==> src/rtl/rect_finder_pkg.sv <==
// Shared types and matrix bit-layout helper for the rectangle finder and flip stages.
package rect_pkg;

    typedef enum logic [1:0] {
        IDLE,
        SCAN,
        DONE
    } state_t;

    // Column-major flattening with (0,0) at the MSB.
    function automatic int unsigned bit_idx(
        input int unsigned r,
        input int unsigned c,
        input int unsigned rows,
        input int unsigned cols
    );
        return rows * cols - 1 - (c * rows + r);
    endfunction

endpackage

==> src/rtl/rect_finder_scan_ctr.sv <==
// Candidate rectangle counter: steps (r1,r2,c1,c2) through every row pair x column pair.
module rect_scan_ctr
    import rect_pkg::*;
#(
    parameter int unsigned ROWS = 4,
    parameter int unsigned COLS = 4,
    localparam int unsigned RW = $clog2(ROWS),
    localparam int unsigned CW = $clog2(COLS)
) (
    input  logic          clk,
    input  logic          rst_n,
    input  logic          i_load,
    input  logic          i_adv,
    output logic [RW-1:0] o_r1,
    output logic [RW-1:0] o_r2,
    output logic [CW-1:0] o_c1,
    output logic [CW-1:0] o_c2,
    output logic          o_last
);

    localparam logic [RW-1:0] R_PEN  = RW'(ROWS - 2);
    localparam logic [RW-1:0] R_LAST = RW'(ROWS - 1);
    localparam logic [CW-1:0] C_PEN  = CW'(COLS - 2);
    localparam logic [CW-1:0] C_LAST = CW'(COLS - 1);

    logic [RW-1:0] r_r1, r_r2;
    logic [CW-1:0] r_c1, r_c2;

    always_ff @(posedge clk or negedge rst_n) begin
        if (!rst_n) begin
            r_r1 <= '0;
            r_r2 <= RW'(1);
            r_c1 <= '0;
            r_c2 <= CW'(1);
        end else if (i_load) begin
            r_r1 <= '0;
            r_r2 <= RW'(1);
            r_c1 <= '0;
            r_c2 <= CW'(1);
        end else if (i_adv) begin
            // Innermost index that can still step increments; every index inside it reloads to outer+1.
            if (r_c2 < C_LAST) begin
                r_c2 <= r_c2 + CW'(1);
            end else if (r_c1 < C_PEN) begin
                r_c1 <= r_c1 + CW'(1);
                r_c2 <= r_c1 + CW'(1) + CW'(1);
            end else if (r_r2 < R_LAST) begin
                r_r2 <= r_r2 + RW'(1);
                r_c1 <= '0;
                r_c2 <= CW'(1);
            end else if (r_r1 < R_PEN) begin
                r_r1 <= r_r1 + RW'(1);
                r_r2 <= r_r1 + RW'(1) + RW'(1);
                r_c1 <= '0;
                r_c2 <= CW'(1);
            end
        end
    end

    assign o_r1   = r_r1;
    assign o_r2   = r_r2;
    assign o_c1   = r_c1;
    assign o_c2   = r_c2;
    assign o_last = (r_r1 == R_PEN) && (r_r2 == R_LAST) && (r_c1 == C_PEN) && (r_c2 == C_LAST);

endmodule

==> src/rtl/rect_finder.sv <==
// Finds the first checkerboard rectangle in a binary matrix, one candidate per cycle.
module rect_finder
    import rect_pkg::*;
#(
    parameter int unsigned ROWS = 4,
    parameter int unsigned COLS = 4,
    localparam int unsigned RW = $clog2(ROWS),
    localparam int unsigned CW = $clog2(COLS)
) (
    input  logic                 clk,
    input  logic                 rst_n,
    input  logic [ROWS*COLS-1:0] m_in,
    input  logic                 in_valid,
    output logic                 in_ready,
    output logic                 out_valid,
    input  logic                 out_ready,
    output logic                 found,
    output logic [RW-1:0]        r1,
    output logic [RW-1:0]        r2,
    output logic [CW-1:0]        c1,
    output logic [CW-1:0]        c2,
    output logic [ROWS*COLS-1:0] m_out
);

    localparam int unsigned IDXW = $clog2(ROWS * COLS);

    state_t r_state, w_next;

    logic [ROWS*COLS-1:0] r_mat;
    logic                 r_found;
    logic [RW-1:0]        r_r1, r_r2;
    logic [CW-1:0]        r_c1, r_c2;

    logic                 w_load, w_adv, w_hit, w_miss;
    logic [RW-1:0]        w_r1, w_r2;
    logic [CW-1:0]        w_c1, w_c2;
    logic                 w_last, w_match;
    logic                 w_grid [ROWS][COLS];

    rect_scan_ctr #(
        .ROWS (ROWS),
        .COLS (COLS)
    ) u_ctr (
        .clk    (clk),
        .rst_n  (rst_n),
        .i_load (w_load),
        .i_adv  (w_adv),
        .o_r1   (w_r1),
        .o_r2   (w_r2),
        .o_c1   (w_c1),
        .o_c2   (w_c2),
        .o_last (w_last)
    );

    always_comb begin
        for (int unsigned r = 0; r < ROWS; r++) begin
            for (int unsigned c = 0; c < COLS; c++) begin
                w_grid[r][c] = r_mat[IDXW'(bit_idx(r, c, ROWS, COLS))];
            end
        end
    end

    assign w_match = (w_grid[w_r1][w_c1] == w_grid[w_r2][w_c2]) &&
                     (w_grid[w_r1][w_c2] == w_grid[w_r2][w_c1]) &&
                     (w_grid[w_r1][w_c1] != w_grid[w_r1][w_c2]);

    always_ff @(posedge clk or negedge rst_n) begin
        if (!rst_n) r_state <= IDLE;
        else        r_state <= w_next;
    end

    always_comb begin
        w_next = r_state;
        w_load = 1'b0;
        w_adv  = 1'b0;
        w_hit  = 1'b0;
        w_miss = 1'b0;
        unique case (r_state)
            IDLE: begin
                if (in_valid) begin
                    w_load = 1'b1;
                    w_next = SCAN;
                end
            end
            SCAN: begin
                if (w_match) begin
                    w_hit  = 1'b1;
                    w_next = DONE;
                end else if (w_last) begin
                    w_miss = 1'b1;
                    w_next = DONE;
                end else begin
                    w_adv = 1'b1;
                end
            end
            DONE: begin
                if (out_ready) w_next = IDLE;
            end
            default: w_next = IDLE;
        endcase
    end

    always_ff @(posedge clk or negedge rst_n) begin
        if (!rst_n) begin
            r_mat   <= '0;
            r_found <= 1'b0;
            r_r1    <= '0;
            r_r2    <= '0;
            r_c1    <= '0;
            r_c2    <= '0;
        end else begin
            if (w_load) r_mat <= m_in;
            if (w_hit) begin
                r_found <= 1'b1;
                r_r1    <= w_r1;
                r_r2    <= w_r2;
                r_c1    <= w_c1;
                r_c2    <= w_c2;
            end else if (w_miss) begin
                r_found <= 1'b0;
                r_r1    <= '0;
                r_r2    <= '0;
                r_c1    <= '0;
                r_c2    <= '0;
            end
        end
    end

    assign in_ready  = (r_state == IDLE);
    assign out_valid = (r_state == DONE);
    assign found     = r_found;
    assign r1        = r_r1;
    assign r2        = r_r2;
    assign c1        = r_c1;
    assign c2        = r_c2;
    assign m_out     = r_mat;

endmodule
==> config.mk <==
export PLATFORM = sky130hd
export DESIGN_NAME = rect_finder
export DESIGN_NICKNAME = d
export VERILOG_FILES = /design/src/rtl/rect_finder_pkg.sv /design/src/rtl/rect_finder_scan_ctr.sv /design/src/rtl/rect_finder.sv
export SDC_FILE = /design/constraint.sdc
export NUM_CORES = 1
export LEC_CHECK = 0
export CORE_MARGIN = 2
export CORE_UTILIZATION = 51
export CTS_BUF_LIST = sky130_fd_sc_hd__clkbuf_4
export DETAILED_ROUTE_END_ITERATION = 7
export PLACE_DENSITY = 0.82
export REMOVE_ABC_BUFFERS = 1
export SYNTH_ARGS = -nofsm -noshare
export SYNTH_HDL_FRONTEND = slang
export SYNTH_SLANG_ARGS = --single-unit
==> constraint.sdc <==
create_clock -name clk -period 2.9 [get_ports clk]
set_clock_uncertainty 0.05 [all_clocks]
set_input_delay 0.58 -clock clk [delete_from_list [all_inputs] [get_ports clk]]
set_output_delay 0.58 -clock clk [all_outputs]
set_load 0.02 [all_outputs]
# Word level (Yosys, flattened, before mapping)
# Index checks and enable logic that the tools add are counted.
dict set report op_classes {
  addsub 6
  multipliers 0
  n_div 0
  order_cmp 8
  eq_ne 15
  shifts 0
  muxes 64
  n_bitwise 4
  reduce_logical 17
}
# op count
set op_table {}
lappend op_table {{$mux 2} 33}
lappend op_table {{$mux 1} 20}
lappend op_table {{$bmux 4 s2} 2}
lappend op_table {{$mux 4} 4}
lappend op_table {{$add 2x1->2 const B} 6}
lappend op_table {{$ge 3x3->1 const B} 4}
lappend op_table {{$not 2->3} 4}
lappend op_table {{$eq 2x2->1 const B} 5}
lappend op_table {{$bmux 1 s2} 4}
lappend op_table {{$lt 2x2->1 const B} 4}
lappend op_table {{$ne 2x1->1 const B} 4}
lappend op_table {{$pmux 2 s3} 1}
lappend op_table {{$reduce_and 3->1} 2}
lappend op_table {{$reduce_bool 2->1} 3}
lappend op_table {{$logic_and 1x1->1} 5}
lappend op_table {{$reduce_and 5->1} 1}
lappend op_table {{$reduce_bool 5->1} 1}
lappend op_table {{$reduce_and 4->1} 1}
lappend op_table {{$reduce_bool 4->1} 1}
lappend op_table {{$ne 3x2->1 const B} 1}
lappend op_table {{$reduce_bool 3->1} 1}
lappend op_table {{$eq 1x1->1} 2}
lappend op_table {{$eq 2x1->1 const B} 1}
lappend op_table {{$logic_not 2->1} 1}
lappend op_table {{other kinds (3)} 3}
dict set report totals {
  ff_bits 35
  latch_bits 0
  ramBits 0
  mem_bits_ro 0
  mem_count 0
}

# Logic depth before layout (Yosys ltp)
dict set report logic_depth {
  depth_word 14
  depth_mapped 10
}

# Modules after synthesis
# Synthesis repeated with hierarchy kept, for this count alone.
dict set report unflattened {
  hier_cells 161
  hier_area_um2 1933.1
}
# module n_inst cells_each area_per_inst_um2 seq_area_each_um2
set modules_own_cells {}
lappend modules_own_cells {rect_finder 1 102 1382.6 675.6}
lappend modules_own_cells {rect_scan_ctr 1 59 550.5 202.7}

# Worst setup path after synthesis
# Ideal clock, no wire load.
dict set report synth_timing {
  path_kind {reg-to-reg}
  start {register u_ctr.r_r2[0] (netlist: u_ctr.o_r2[0])}
  end {register r_c1[0] (netlist: c1[0])}
  setup_time_ns 0.121
  arrival_ns 2.427
  t_required_ns 2.729
  setup_slack_ns 0.302
  path_stages_with_launch 11
  path_buffers 3
  period_less_slack_ns 2.598
  path_cell_list {dfstp_2 > buf_6 > mux4_2 > a22oi_1 > nand3_1 > and4bb_4 > or2_1 > buf_2 > and2_1 > buf_6 > a22o_1}
}
dict set report synth_via {
  elab_chain_cells 13
  word_cells_on_any_way 25
  classes_between {eq/ne: 3; mux: 15; bitwise: 1; reduce/logical: 6}
}
# item line
set synth_lines {}
lappend synth_lines {{from (decl)} rect_finder_scan_ctr.sv:26} ;# logic [RW-1:0] r_r1, r_r2;
lappend synth_lines {{from (signal assigned)} rect_finder_scan_ctr.sv:48} ;# r_r2 <= r_r2 + RW'(1);
lappend synth_lines {{from (signal assigned)} rect_finder_scan_ctr.sv:53} ;# r_r2 <= r_r1 + RW'(1) + RW'(1);
lappend synth_lines {{$not 2->3 (implied by the code)} {rect_finder.sv:63, rect_finder.sv:64}}
lappend synth_lines {{$bmux 4 s2} {rect_finder.sv:63, rect_finder.sv:64}}
lappend synth_lines {{$mux 4 (implied by the code) (2 in series)} {rect_finder.sv:63, rect_finder.sv:64}}
lappend synth_lines {{$bmux 1 s2, on equally long branches} {rect_finder.sv:63, rect_finder.sv:64}}
lappend synth_lines {{$mux 1, on equally long branches (2 in series)} {rect_finder.sv:63, rect_finder.sv:64}}
lappend synth_lines {{$eq 1x1->1, on equally long branches} {rect_finder.sv:63, rect_finder.sv:64}}
lappend synth_lines {{$logic_and 1x1->1} rect_finder.sv:63} ;# assign w_match = (w_grid[w_r1][w_c1] == w_grid[w_r2][w_c2]) &&
lappend synth_lines {{$logic_and 1x1->1} rect_finder.sv:64} ;# (w_grid[w_r1][w_c2] == w_grid[w_r2][w_c1]) &&
lappend synth_lines {{$mux 1} rect_finder.sv:86} ;# if (w_match) begin
lappend synth_lines {{$mux 1} rect_finder.sv:78} ;# unique case (r_state)
lappend synth_lines {{$mux 2 or $reduce_bool 2->1 (tied branches)} -}
lappend synth_lines {{to (signal assigned)} rect_finder.sv:117} ;# r_c1 <= w_c1;
lappend synth_lines {{to (decl)} rect_finder.sv:32} ;# logic [CW-1:0] r_c1, r_c2;
# Parallel ways exist; a longest one is shown, timed or not. The select of a mux whose other input is x is not followed.
# A chain may end at the register's enable or synchronous reset.

# Worst setup path after layout
dict set report layout_timing {
  start {register u_ctr.r_r2[0] (netlist: u_ctr.o_r2[0])}
  end {register u_ctr.r_c1[1] (netlist: u_ctr.o_c1[1])}
}
dict set report layout_via {
  elab_chain_cells 14
  word_cells_on_any_way 30
  classes_between {order compare: 1; eq/ne: 3; mux: 17; bitwise: 1; reduce/logical: 8}
}
# item line
set layout_lines {}
lappend layout_lines {{$not 2->3 (implied by the code)} {rect_finder.sv:63, rect_finder.sv:64}}
lappend layout_lines {{$bmux 4 s2} {rect_finder.sv:63, rect_finder.sv:64}}
lappend layout_lines {{$mux 4 (implied by the code) (2 in series)} {rect_finder.sv:63, rect_finder.sv:64}}
lappend layout_lines {{$bmux 1 s2, on equally long branches} {rect_finder.sv:63, rect_finder.sv:64}}
lappend layout_lines {{$mux 1, on equally long branches (2 in series)} {rect_finder.sv:63, rect_finder.sv:64}}
lappend layout_lines {{$eq 1x1->1, on equally long branches} {rect_finder.sv:63, rect_finder.sv:64}}
lappend layout_lines {{$logic_and 1x1->1} rect_finder.sv:63}
lappend layout_lines {{$logic_and 1x1->1} rect_finder.sv:64}
lappend layout_lines {{$mux 1} rect_finder.sv:86}
lappend layout_lines {{$mux 1} rect_finder.sv:78}
lappend layout_lines {{$reduce_bool 2->1 (no line)} -}
lappend layout_lines {{$reduce_and 3->1 (no line)} -}
lappend layout_lines {{to (signal assigned)} rect_finder_scan_ctr.sv:45} ;# r_c1 <= r_c1 + CW'(1);
lappend layout_lines {{to (decl)} rect_finder_scan_ctr.sv:27} ;# logic [CW-1:0] r_c1, r_c2;
# Parallel ways exist; a longest one is shown, timed or not. The select of a mux whose other input is x is not followed.

==> summary.md <==
| Metric | Value |
|---|---|
| Share of cells above drive strength 1 | 0.120 |
| Area growth from synthesis to layout | 28.7% |
| Synth cell count leaders | nand2_1 (59), dfrtp_1 (33), nand3_1 (10) |
| Crit Path Class | register to register |
| Cells after synthesis | 200 |
| Leading area contributor after synthesis | dfrtp_1 |
| Overall routed net length | 4460 um |
| Yosys reg bits | 35 |
| DR vias/cell | roughly 5.6 |
| Final hold slack | 0.435 ns |
| Final min period | 2.75 ns |
| Hold buffers post-CTS | 0 |
| Antenna Cells | 0 |
| Crit Path Max Fanout | 7 |
| PnR worst setup slack | 0.153 ns |
| Max-cap violations | 0 |
| Die Y | 65.8 um |
| Status | finished clean |
| Fin area | 0.00250 mm^2 |
| Die X | about 66 um |
| Fraction of registers with async set/reset | 1.00 |
| Global-route wire length before repair | 7760 um |
| VDD IR max | 0.627 mV |
| CTS tree | built |
| CP startpoint kind | register |
| Final ANT Viol Nets | 0 |
| Fin util | 0.684 |
| First-pass iteration count of the detailed router | 4 |
| Final period util | 0.947 |
| DRC violations left | 0 |
| FF-to-FF End | u_ctr.o_c1[1]$_DFFE_PN0P_ |
| Worst Max-Slew Pin Slew | ~0.67 ns |
| Initial antenna violation count | 0 |
| Relative slew margins | 0.551 |
| Top cell type's share of synthesized area | 0.424 |
| Aggregate global-route resource usage | 0.239 |
| Ranking of synthesized cells by area | dfrtp_1 (42%), nand2_1 (11%), mux4_2 (9.3%) |
| Most common cell in the netlist | nand2_1 |
| Inst Count DP | 286 |
| H-tree depth | 2 |
| Filler Cells Inserted | roughly 300 |
| Main synth FF type | dfrtp_1 |
| Final Non-Filler Cells | slightly below 300 |
| Die area | roughly 0.0043 mm^2 |
| Mapped cell area | 0.00195 mm^2 |
| Io pins | 47 |
| Multi-input gate area | 977 um^2 |
| Via count | ~1.7k |
| Setup_tns | 0 ns |
| Initial drt markers | 164 |
| Setup violators final | 0 |
| Synth Area per Inst | around 9.7 um^2 |
| Slew Viols, Final | 0 |
| Power Dens Cells | 1090 mW/mm^2 |
| Syn. warnings | 0 |
| Unrepaired setup endpoints after global routing | false |
| Worst Hold Depth | 1 |
| Via count of the first global-routing pass | 1624 |
| Clock-pin transition on the worst setup and hold timing paths | 0.10 ns |
| Largest net degree at the start of global routing | 36 |
| Worst R2R Path Depth | 7 |
| Arr. time, crit path | 2.92 ns |
| Hold worst-path end | found$_DFFE_PN0P_ |
| Hold Crit Class | register to register |
| Final Hold Vio Count | 0 |
| Sink Count | 35 |
| Achievable Freq | between 300 and 400 MHz |
| PortBufs | 46 |
| Reg-to-Reg Start | u_ctr.o_r2[0]$_DFFE_PN1P_ |
| Grt total ovfl | 0 |
| Mean routed wirelength per cell | between 15 and 20 um |
| Pwr Total | around 2.7 mW |
| Launch point of the worst hold path | found$_DFFE_PN0P_ |
| Row count | 22 |
| Static leakage | 1.12 nW |
| Starting Density | 0.531 |
| Gp weighted congestion | 0.835 |
| Core ar. | 0.00366 mm^2 |
| Dpl ws | about 0.11 ns |
| Clock tree root buffer cell | clkbuf_4 |
| Flip-flop and latch area | 878 um^2 |
| Num CTS Buffers | 5 |
| Post-synth EDFFs | 0 |
| Clk_lat worst skew | around 0.34 ns |
| Placed Area | 0.00243 mm^2 |
| Max clock buf depth | 2 |
| HPWL Detailed | 3230 um |
| Synth cell types | 37 |
| Crit path required time | 3.07 ns |
| Seq/Total Area, Yosys | 0.451 |
| Reg2reg setup slack | around 0.15 ns |
| Critical Path End Type | register |
| Nets | between 200 and 300 |
## kinds of logic (layout without fill, tap and decap cells)
| group | after synthesis | after routing | share of synthesized area |
|---|---|---|---|
| simple gates | 98 | 98 | 0.241 |
| flops | 35 | 35 | 0.451 |
| compound gates | 32 | 32 | 0.116 |
| buf+inv | 18 | 67 | 0.0469 |
| mux | 9 | 9 | 0.0977 |
| fa+ha+maj | 6 | 6 | 0.0386 |
| xor+xnor | 2 | 2 | 0.00900 |
## how the worst max path moves through the flow
stage	start	endpoint	slack, ns
3_3_place_gp	u_ctr.o_r2[0]$_DFFE_PN1P_	c2[1]$_DFFE_PN0P_	0.25
4_1_cts	u_ctr.o_r2[0]$_DFFE_PN1P_	u_ctr.o_c1[1]$_DFFE_PN0P_	0.09
2_1_floorplan	u_ctr.o_r2[0]$_DFFE_PN1P_	u_ctr.o_c1[1]$_DFFE_PN0P_	0.35
5_1_grt	u_ctr.o_r2[0]$_DFFE_PN1P_	u_ctr.o_c1[1]$_DFFE_PN0P_	0.06
6_report	u_ctr.o_r2[0]$_DFFE_PN1P_	u_ctr.o_c1[1]$_DFFE_PN0P_	0.15
3_5_place_dp	u_ctr.o_r2[0]$_DFFE_PN1P_	r_state[1]$_DFFE_PN0P_	0.11
## area by class of cell
type / count / area share
flip-flops and latches: 35 / 0.351
clock buffers: 6 / 0.0180
well taps: 48 / 0.0240
multi-input cells: 147 / 0.390
clock inverters: 2 / 0.00350
repair buffers: 53 / 0.205
inverters: 6 / 0.00899
## critical path, cell delays in order, from the launching register on
cell,delay [ns]
dfstp_2,0.61
mux4_2,0.54
a22oi_1,0.20
nand3_1,0.14
and4bb_4,0.23
or3_1,0.45
o311ai_0,0.29
o21ai_1,0.11
## where the power goes
group          internal, mW  switching [mW]  total [mW]
Sequential            0.703           0.255       0.958
Clock                 0.100           0.158       0.258
Combinational         0.742           0.773        1.52
## metal layers
layer,track usage,wire length (um),vias to the layer above
met5,0,0,-
met3,0.0805,297,9
met4,0.0938,78,0
met1,0.331,1980,808
met2,0.346,2100,60
li1,-,-,798
## registers in the layout, indices dropped and copies added (netlist names)
signal	flops
r1	2
u_ctr.o_c1	2
c1	2
u_ctr.o_r2	2
u_ctr.o_r1	2
found	1
r2	2
u_ctr.o_c2	2
c2	2
m_out	16
r_state	2
## repair_timing
item	4_1_cts	5_1_grt
gates resized for setup	0	1
hold endpoints to repair	0	0
endpoints found under the setup margin	0	11
setup buffers	0	3
## cells in the final DEF (no fill, tap or decap), drive strengths merged
master / synthesis / routed
nand4: 1 / 1
xor2: 2 / 2
o311ai: 1 / 1
clkbuf: 8 / 6
o2111a: 1 / 1
inv: 6 / 6
ha: 6 / 6
nor2: 5 / 5
nand3: 10 / 10
and3: 3 / 3
or4b: 1 / 1
or3: 2 / 2
buf: 4 / 7
nand4b: 1 / 1
a22o: 8 / 8
o21ai: 8 / 8
a311oi: 1 / 1
mux2i: 1 / 1
o31ai: 1 / 1
or2: 1 / 1
and4bb: 2 / 2
a22oi: 4 / 4
nor3: 3 / 3
clkdlybuf4s50: 0 / 46
a211oi: 1 / 1
a21o: 1 / 1
dfstp: 2 / 2
mux4: 8 / 8
nor2b: 5 / 5
clkinv: 0 / 2
nand2: 59 / 59
a21oi: 6 / 6
nand2b: 2 / 2
dfrtp: 33 / 33
and2: 3 / 3
(Power assumes the default switching activity.)
